`config.mk`:
```
export PLATFORM = sky130hd
export DESIGN_NAME = vram_scheduler_flat
export DESIGN_NICKNAME = d
export VERILOG_FILES = /design/src/rtl/vram_scheduler_if.sv /design/src/rtl/vram_scheduler.sv /design/src/flat_wrapper.sv
export SDC_FILE = /design/constraint.sdc
export NUM_CORES = 1
export LEC_CHECK = 0
export ABC_AREA = 1
export CORE_AREA = 2 2 115 117
export DETAILED_ROUTE_END_ITERATION = 8
export DIE_AREA = 0 0 117 119
export PLACE_DENSITY = 0.62
export SYNTH_ARGS = -nofsm -noshare
export SYNTH_HDL_FRONTEND = slang
export SYNTH_SLANG_ARGS = --single-unit
```
`constraint.sdc`:
```
create_clock -name clk -period 4.29 [get_ports clk]
set_input_delay 0.858 -clock clk [delete_from_list [all_inputs] [get_ports clk]]
set_output_delay 0.858 -clock clk [all_outputs]
set_load 0.005 [all_outputs]
```
`src/rtl/vram_scheduler_if.sv`:
```
// Requester command/response bus plus the single-port VRAM bus of vram_scheduler.
// slave = scheduler side; master = requesters and RAM.
interface vram_scheduler_if #(
  parameter int ADDR_W = 18,
  parameter int DATA_W = 32
);
  logic              req0;
  logic              req1;
  logic              we0;
  logic              we1;
  logic [ADDR_W-1:0] addr0;
  logic [ADDR_W-1:0] addr1;
  logic [DATA_W-1:0] wdata0;
  logic [DATA_W-1:0] wdata1;
  logic              gnt0;
  logic              gnt1;
  logic              rvalid0;
  logic              rvalid1;
  logic [DATA_W-1:0] rdata;
  logic              ram_en;
  logic              ram_we;
  logic [ADDR_W-1:0] ram_addr;
  logic [DATA_W-1:0] ram_wdata;
  logic [DATA_W-1:0] ram_rdata;

  modport slave (
    input  req0, req1, we0, we1, addr0, addr1, wdata0, wdata1, ram_rdata,
    output gnt0, gnt1, rvalid0, rvalid1, rdata, ram_en, ram_we, ram_addr, ram_wdata
  );

  modport master (
    output req0, req1, we0, we1, addr0, addr1, wdata0, wdata1, ram_rdata,
    input  gnt0, gnt1, rvalid0, rvalid1, rdata, ram_en, ram_we, ram_addr, ram_wdata
  );
endinterface

```
`src/rtl/vram_scheduler.sv`:
```
// Single-port VRAM time-slot scheduler: scan-out fetch every PIX_PER_WORD visible pixels,
// round-robin sharing of the remaining cycles. Optional macro VRAM_BLANK_ONLY_EN.
module vram_scheduler #(
  parameter int ADDR_W       = 18,
  parameter int DATA_W       = 32,
  parameter int PIX_PER_WORD = 4,
  parameter int H_VISIBLE    = 1024,
  parameter int V_VISIBLE    = 768,
  localparam int PIX_W       = DATA_W / PIX_PER_WORD
) (
  input  logic             clk,
  input  logic             reset,
  input  logic [31:0]      i_vga_x,
  input  logic [31:0]      i_vga_y,
  input  logic             i_vga_blank,
  vram_scheduler_if.slave  bus,
  output logic [PIX_W-1:0] o_pix_data,
  output logic             o_pix_valid
);
  localparam int WORDS_PER_LINE = H_VISIBLE / PIX_PER_WORD;
  localparam int PIX_SH         = $clog2(PIX_PER_WORD);

  generate
    if (((PIX_PER_WORD & (PIX_PER_WORD - 1)) != 0) || ((DATA_W % PIX_PER_WORD) != 0) ||
        ((H_VISIBLE % PIX_PER_WORD) != 0) || (V_VISIBLE < 1)) begin : g_bad_cfg
      $error("vram_scheduler: invalid geometry parameters");
    end
  endgenerate

  logic              w_disp_slot;
  logic              w_req_window;
  logic [ADDR_W-1:0] w_disp_addr;
  logic [1:0]        w_req;
  logic [1:0]        w_we;
  logic [1:0]        w_gnt;
  logic [1:0]        w_rvalid;

  logic              r_last_gnt1;
  logic              r_disp_pend;
  logic [DATA_W-1:0] r_shift;
  logic [1:0]        r_blank_dly;

  assign w_req = {bus.req1, bus.req0};
  assign w_we  = {bus.we1, bus.we0};

  assign w_disp_slot = i_vga_blank && ((i_vga_x & 32'(PIX_PER_WORD - 1)) == 32'd0);
  assign w_disp_addr = ADDR_W'(i_vga_y) * ADDR_W'(WORDS_PER_LINE) + ADDR_W'(i_vga_x >> PIX_SH);

`ifdef VRAM_BLANK_ONLY_EN
  // Tear-free mode: requesters only touch VRAM while nothing is being scanned out.
  assign w_req_window = ~i_vga_blank;
`else
  assign w_req_window = ~w_disp_slot;
`endif

  // r_last_gnt1 = 1 means requester 1 won last, so requester 0 wins the next tie.
  always_comb begin
    w_gnt = 2'b00;
    if (reset && w_req_window) begin
      if (w_req == 2'b11) begin
        w_gnt = r_last_gnt1 ? 2'b01 : 2'b10;
      end else begin
        w_gnt = w_req;
      end
    end
  end

  assign bus.gnt0 = w_gnt[0];
  assign bus.gnt1 = w_gnt[1];

  always_comb begin
    bus.ram_en    = 1'b0;
    bus.ram_we    = 1'b0;
    bus.ram_addr  = '0;
    bus.ram_wdata = '0;
    if (reset && w_disp_slot) begin
      bus.ram_en   = 1'b1;
      bus.ram_addr = w_disp_addr;
    end else if (w_gnt[0]) begin
      bus.ram_en    = 1'b1;
      bus.ram_we    = bus.we0;
      bus.ram_addr  = bus.addr0;
      bus.ram_wdata = bus.wdata0;
    end else if (w_gnt[1]) begin
      bus.ram_en    = 1'b1;
      bus.ram_we    = bus.we1;
      bus.ram_addr  = bus.addr1;
      bus.ram_wdata = bus.wdata1;
    end
  end

  always_ff @(posedge clk) begin
    if (!reset) begin
      r_last_gnt1 <= 1'b1;
    end else if (w_gnt[0]) begin
      r_last_gnt1 <= 1'b0;
    end else if (w_gnt[1]) begin
      r_last_gnt1 <= 1'b1;
    end
  end

  // Per-requester read tag: the RAM answers one cycle after the grant.
  for (genvar gi = 0; gi < 2; gi++) begin : g_rd_tag
    logic r_tag;
    always_ff @(posedge clk) begin
      if (!reset) begin
        r_tag <= 1'b0;
      end else begin
        r_tag <= w_gnt[gi] & ~w_we[gi];
      end
    end
    assign w_rvalid[gi] = r_tag;
  end

  assign bus.rvalid0 = w_rvalid[0];
  assign bus.rvalid1 = w_rvalid[1];
  assign bus.rdata   = bus.ram_rdata;

  // Fetched word lands in the shift register one cycle after the RAM answers,
  // which lines pixel 0 up with vga_x+2 of the fetching cycle.
  always_ff @(posedge clk) begin
    if (!reset) begin
      r_disp_pend <= 1'b0;
      r_shift     <= '0;
      r_blank_dly <= 2'b00;
    end else begin
      r_disp_pend <= w_disp_slot;
      r_blank_dly <= {r_blank_dly[0], i_vga_blank};
      if (r_disp_pend) begin
        r_shift <= bus.ram_rdata;
      end else begin
        r_shift <= r_shift >> PIX_W;
      end
    end
  end

  assign o_pix_valid = r_blank_dly[1];
  assign o_pix_data  = r_blank_dly[1] ? r_shift[PIX_W-1:0] : '0;

endmodule
```
`src/flat_wrapper.sv`:
```
// flat-port wrapper written by rule: the top's interface ports become plain ports
module vram_scheduler_flat 
#(
  parameter int ADDR_W       = 18,
  parameter int DATA_W       = 32,
  parameter int PIX_PER_WORD = 4,
  parameter int H_VISIBLE    = 1024,
  parameter int V_VISIBLE    = 768,
  localparam int PIX_W       = DATA_W / PIX_PER_WORD
)
  (clk, reset, i_vga_x, i_vga_y, i_vga_blank, o_pix_data, o_pix_valid, bus_req0, bus_req1, bus_we0, bus_we1, bus_addr0, bus_addr1, bus_wdata0, bus_wdata1, bus_ram_rdata, bus_gnt0, bus_gnt1, bus_rvalid0, bus_rvalid1, bus_rdata, bus_ram_en, bus_ram_we, bus_ram_addr, bus_ram_wdata);
  vram_scheduler_if #(.ADDR_W(ADDR_W), .DATA_W(DATA_W)) bus_i ();
  input  logic clk;
  input  logic reset;
  input  logic [31:0] i_vga_x;
  input  logic [31:0] i_vga_y;
  input  logic i_vga_blank;
  output logic [PIX_W-1:0] o_pix_data;
  output logic o_pix_valid;
  input wire logic [$bits(bus_i.req0)-1:0] bus_req0;
  input wire logic [$bits(bus_i.req1)-1:0] bus_req1;
  input wire logic [$bits(bus_i.we0)-1:0] bus_we0;
  input wire logic [$bits(bus_i.we1)-1:0] bus_we1;
  input wire logic [$bits(bus_i.addr0)-1:0] bus_addr0;
  input wire logic [$bits(bus_i.addr1)-1:0] bus_addr1;
  input wire logic [$bits(bus_i.wdata0)-1:0] bus_wdata0;
  input wire logic [$bits(bus_i.wdata1)-1:0] bus_wdata1;
  input wire logic [$bits(bus_i.ram_rdata)-1:0] bus_ram_rdata;
  output wire logic [$bits(bus_i.gnt0)-1:0] bus_gnt0;
  output wire logic [$bits(bus_i.gnt1)-1:0] bus_gnt1;
  output wire logic [$bits(bus_i.rvalid0)-1:0] bus_rvalid0;
  output wire logic [$bits(bus_i.rvalid1)-1:0] bus_rvalid1;
  output wire logic [$bits(bus_i.rdata)-1:0] bus_rdata;
  output wire logic [$bits(bus_i.ram_en)-1:0] bus_ram_en;
  output wire logic [$bits(bus_i.ram_we)-1:0] bus_ram_we;
  output wire logic [$bits(bus_i.ram_addr)-1:0] bus_ram_addr;
  output wire logic [$bits(bus_i.ram_wdata)-1:0] bus_ram_wdata;
  assign bus_i.req0 = bus_req0;
  assign bus_i.req1 = bus_req1;
  assign bus_i.we0 = bus_we0;
  assign bus_i.we1 = bus_we1;
  assign bus_i.addr0 = bus_addr0;
  assign bus_i.addr1 = bus_addr1;
  assign bus_i.wdata0 = bus_wdata0;
  assign bus_i.wdata1 = bus_wdata1;
  assign bus_i.ram_rdata = bus_ram_rdata;
  assign bus_gnt0 = bus_i.gnt0;
  assign bus_gnt1 = bus_i.gnt1;
  assign bus_rvalid0 = bus_i.rvalid0;
  assign bus_rvalid1 = bus_i.rvalid1;
  assign bus_rdata = bus_i.rdata;
  assign bus_ram_en = bus_i.ram_en;
  assign bus_ram_we = bus_i.ram_we;
  assign bus_ram_addr = bus_i.ram_addr;
  assign bus_ram_wdata = bus_i.ram_wdata;
  vram_scheduler #(.ADDR_W(ADDR_W), .DATA_W(DATA_W), .PIX_PER_WORD(PIX_PER_WORD), .H_VISIBLE(H_VISIBLE), .V_VISIBLE(V_VISIBLE)) u_core (.clk(clk), .reset(reset), .i_vga_x(i_vga_x), .i_vga_y(i_vga_y), .i_vga_blank(i_vga_blank), .bus(bus_i), .o_pix_data(o_pix_data), .o_pix_valid(o_pix_valid));
endmodule
```
; ---- Yosys cells after proc, flatten, opt, wreduce, memory -nomap -nowiden
; Index checks and enable logic that the tools add are counted.
[op_classes]
addsub = 1
reduce_logical = 6
eq_ne = 1
bitwise_logic = 5
n_mux = 19
[ops]
columns = operator, n
row1 = $mux W32, 3
row2 = $mux W18, 3
row3 = $logic_not A32 Y1, 1
row4 = $mux W24, 1
row5 = $add A18 B18 Y18, 1
row6 = $mux W1, 8
row7 = $mux W8, 1
row8 = $mux W2, 3
row9 = $logic_and A1 B1 Y1, 3
row10 = $not A1 Y1, 3
row11 = $and A1 B1 Y1, 2
row12 = $eq A2 B2 Y1 const B, 1
row13 = $reduce_and A2 Y1, 1
row14 = $reduce_bool A2 Y1, 1
[word_totals]
out_inout_bits = 97
regBits = 38

; ---- Longest topological paths before layout
; Gate-level depths: netlist of run 1.
[logic_depth]
word_depth = 8
depth_mapped = 10

; ---- Worst setup path after synthesis of run 1
; OpenSTA, ideal clock, no wires.
[synth_path]
path_type = input to output
startpoint = in i_vga_x[10]
endpoint = out bus_ram_addr[14]
arrival_ns = 1.944
cell_stages = 9
t_required_ns = 3.432
path_slack_ns = 1.488
cell_sequence = ha_1 > fa_1 > nand3_1 > nand2_1 > nand3_1 > nand2_1 > nand2_1 > nand3_1 > nand2_1
[synth_via]
elab_chain_cells = 2
[synth_lines]
columns = element, line_no
row1 = from (decl), flat_wrapper.sv:15  ; input logic [31:0] i_vga_x;
row2 = $add A18 B18 Y18, vram_scheduler.sv:47  ; assign w_disp_addr = ADDR_W'(i_vga_y) * ADDR_W'(WORDS_PER_LINE) + ADDR_W'(i_vga_x >> PIX_SH);
row3 = $mux W18, vram_scheduler.sv:76  ; if (reset && w_disp_slot) begin
row4 = to (decl), flat_wrapper.sv:36  ; output wire logic [$bits(bus_i.ram_addr)-1:0] bus_ram_addr;
; Every way passes these cells.

; ---- Worst setup path after layout of run 1
; Ends and elaborated chain as after synthesis.

==> impl_metrics.env, run 1 <==
export IMPL_fin_crit_sh_pct=91.3
export IMPL_place_congestion=0.766
export IMPL_max_freq_mhz=255
export IMPL_slew_headroom_pct=51.0
export IMPL_crit_fanout=4
export IMPL_grt_use_met1_pct=19.4
export IMPL_path_buf_inv=2
export IMPL_drc=0
export IMPL_syn_cell_area_sq_mm=0.00272
export IMPL_required_ns=3.43
export IMPL_via_per_inst=4.22
export IMPL_grt_max_degree=43
export IMPL_worstPathArrival_ns=3.06
export IMPL_ys_seq_elements=38
export IMPL_cap_violations=0
export IMPL_h_tree_depth=2
export IMPL_wl_per_cell_microns=13.4
export IMPL_seqCellArea_sq_um=761
export IMPL_dieArea_sq_mm=0.0139
export IMPL_worstSetupEndpointType="output port"
export IMPL_cp_slowest_stage_delay_ns=0.53
export IMPL_core_area_sq_mm=0.0129
export IMPL_rsz0062_at_grt="false"
export IMPL_hold_viol=0
export IMPL_initial_utilization_pct=21.2
export IMPL_avgSynthCellArea_sq_um=6.76
export IMPL_p_per_area_mw_per_mm2=213
export IMPL_final_cells=806
export IMPL_post_route_min_period_ns=3.92
export IMPL_place_ws_ns=0.396
export IMPL_area_growth_pct=98.7
export IMPL_fill_cells=1322
export IMPL_grtUsageTotal_pct=14.6
export IMPL_hold_buffers=0
export IMPL_synth_top_cell_area_share_pct=27.9
export IMPL_finClkSkew_ns=0.00228
export IMPL_critPathLaunchType="primary input"
export IMPL_io_buffer_count=265
export IMPL_wirelength_mm=10.8
export IMPL_root_buffer="clkbuf_16"
export IMPL_multi_input_area_sq_mm=0.00145
export IMPL_drt_initial_drc_count=152
export IMPL_clkTransAtPathRegs_ns=0.05
export IMPL_vias=3404
export IMPL_cp_slowest_cell="clkdlybuf4s50_1"
export IMPL_clkLatencyLatePin_ns=0.27
export IMPL_cts_buffers=5
export IMPL_final_common_cell="clkdlybuf4s50_1"
export IMPL_boundaryPins=300
export IMPL_crit_type="in -> out"
export IMPL_p_leak_nw=2.34
export IMPL_final_setup_worst_slack_ns=0.374
export IMPL_fp_row_count=42
export IMPL_final_cell_mix="265 x clkdlybuf4s50_1, 97 x nand2_1, 64 x nor2_1"
export IMPL_finalSetupViolCount=0
export IMPL_worstPathCellList="clkdlybuf4s50_1, ha_1, fa_1, nand3_1, nand2_1, nand3_1, nand2_1, nand2_1, nand3_1, nand2_1, clkdlybuf4s50_1"
export IMPL_cts_buffer_depth=2
export IMPL_synth_yosys_seq_area_share_pct=27.9
export IMPL_vdd_drop_max_v=0.000168
export IMPL_clock_sinks=38
export IMPL_syn_inst=403
export IMPL_first_pass_iters=4
export IMPL_synth_nets=616
export IMPL_worstMarginPinSlew_ns=0.734
export IMPL_grt_pass1_wl_mm=16.3
export IMPL_critPathTopFamily="buffers and inverters"
export IMPL_die_x_microns=117
export IMPL_grt_pass1_vias=3274
export IMPL_yosysWarnings=0
export IMPL_overflow=0
export IMPL_hpwl_mm=9.07
export IMPL_grt_busiest_layer="met2"
export IMPL_antenna_found_initial=1
export IMPL_yosys_area_top_type="dfxtp_1"
export IMPL_crit_path_frequent_cell="nand2_1"
export IMPL_dp_cells=797
export IMPL_ant_nets=0
export IMPL_post_cts_buffers=0
export IMPL_fin_setup_tns_ns=0
export IMPL_slew_viol_final=0
export IMPL_die_height_microns=119
export IMPL_post_cts_resized=0
export IMPL_grtUsageMet3_pct=2.95
export IMPL_use_met2_pct=24.0
export IMPL_ys_top_cells_by_area="dfxtp_1 28%, nand2_1 13%, a22o_1 10%"
export IMPL_yosysUniqueCellTypes=28
export IMPL_hold_class="reg -> reg"
export IMPL_cts_tree="done"
export IMPL_status="complete, no violations"
export IMPL_nNetsFinal=841
export IMPL_layout_drive_gt1_share_pct=3.66
==> worst paths after layout <==
path                                       startpoint                     to  slack, ns  cells past startpoint
worst min register to register  u_core.r_blank_dly[0]  u_core.r_blank_dly[1]       0.41                      2
worst min-delay path            u_core.r_blank_dly[0]  u_core.r_blank_dly[1]       0.41                      2
worst max-delay path                      i_vga_x[10]       bus_ram_addr[14]       0.37                     11
worst max register to register     u_core.r_disp_pend     u_core.r_shift[17]       2.57                      3
==> sequential cells by signal, indices dropped and copies added (netlist names) <==
| name | flops |
|---|---|
| u_core.r_disp_pend | 1 |
| u_core.r_shift | 32 |
| u_core.bus.rvalid0 | 1 |
| u_core.r_blank_dly | 2 |
| u_core.bus.rvalid1 | 1 |
| u_core.r_last_gnt1 | 1 |
==> metrics by stage <==
step           util, %  hold WS, ns  instance area [sq um]  total power [mW]
3_5_place_dp      40.8        0.403                   5260             0.796
5_1_grt           42.0        0.454                   5410              1.22
3_3_place_gp      40.8        0.394                   5260             0.793
4_1_cts           42.0        0.416                   5410              1.17
6_report          42.0        0.412                   5410              1.15
2_1_floorplan        -        0.390                   2720             0.526
==> final cells by class <==
type                       count  share of cell area (%)
tap                          176                    4.07
clock inverter                 2                   0.231
clock buffer                   6                    2.57
multi-input combinational    280                    26.9
sequential                    38                    14.1
timing repair buffer         269                    49.8
antenna                        1                  0.0462
inverter                      34                    2.36
==> worst min-delay path, cell delays in order, from the launching register on <==
cell     delay (ns)
dfxtp_1        0.30
nand2_1        0.04
inv_1          0.04
==> cell usage after synthesis <==
master	number
nand2_1	97
nor2_1	64
dfxtp_1	38
buf_4	37
a22o_1	32
inv_1	31
nand3_1	29
o21ai_0	25
ha_1	9
a21oi_1	7
buf_6	6
buf_2	5
clkbuf_1	3
inv_2	3
nand3b_1	3
nand2_2	2
a21oi_2	1
fa_1	1
nand3_2	1
nand4_1	1
nor2_2	1
nor2_8	1
o21a_1	1
o21ai_1	1
o21ai_2	1
or2_2	1
xnor2_1	1
xor2_1	1
==> power by group <==
group	switching, mW	internal, mW	leakage, nW
clock	0.136	0.230	0.0729
combinational	0.146	0.275	1.96
sequential	0.00464	0.362	0.309
==> layer usage <==
| layer | wire [microns] | part of all wire (%) |
|---|---|---|
| met5 | 0 | 0 |
| met4 | 170 | 1.6 |
| met3 | 725 | 6.7 |
| met2 | 5190 | 48 |
| met1 | 4720 | 44 |
==> logic make-up (layout without fill, tap and decap cells) <==
family                     after synthesis  count (layout)  synth area share, %
AOI/OAI and AO/OA                       68              68                 17.3
xor gates and xnor gates                 2               2                0.643
adders and majority gates               10              10                 4.87
buffers and inverters                   85             311                 18.7
DFF                                     38              38                 27.9
other                                    0               1                    0
and+or+nand+nor                        200             200                 30.6
Power figures use the tool's default switching activity.
==> run 2, diff against run 1 <==
--- a/config.mk
+++ b/config.mk
@@ -10,6 +10,7 @@
 export DETAILED_ROUTE_END_ITERATION = 8
 export DIE_AREA = 0 0 117 119
 export PLACE_DENSITY = 0.62
+export SLEW_MARGIN = 10
 export SYNTH_ARGS = -nofsm -noshare
 export SYNTH_HDL_FRONTEND = slang
 export SYNTH_SLANG_ARGS = --single-unit
==> results of run 2 <==
No change in the layout: final DEF, timing and power equal those of run 1.
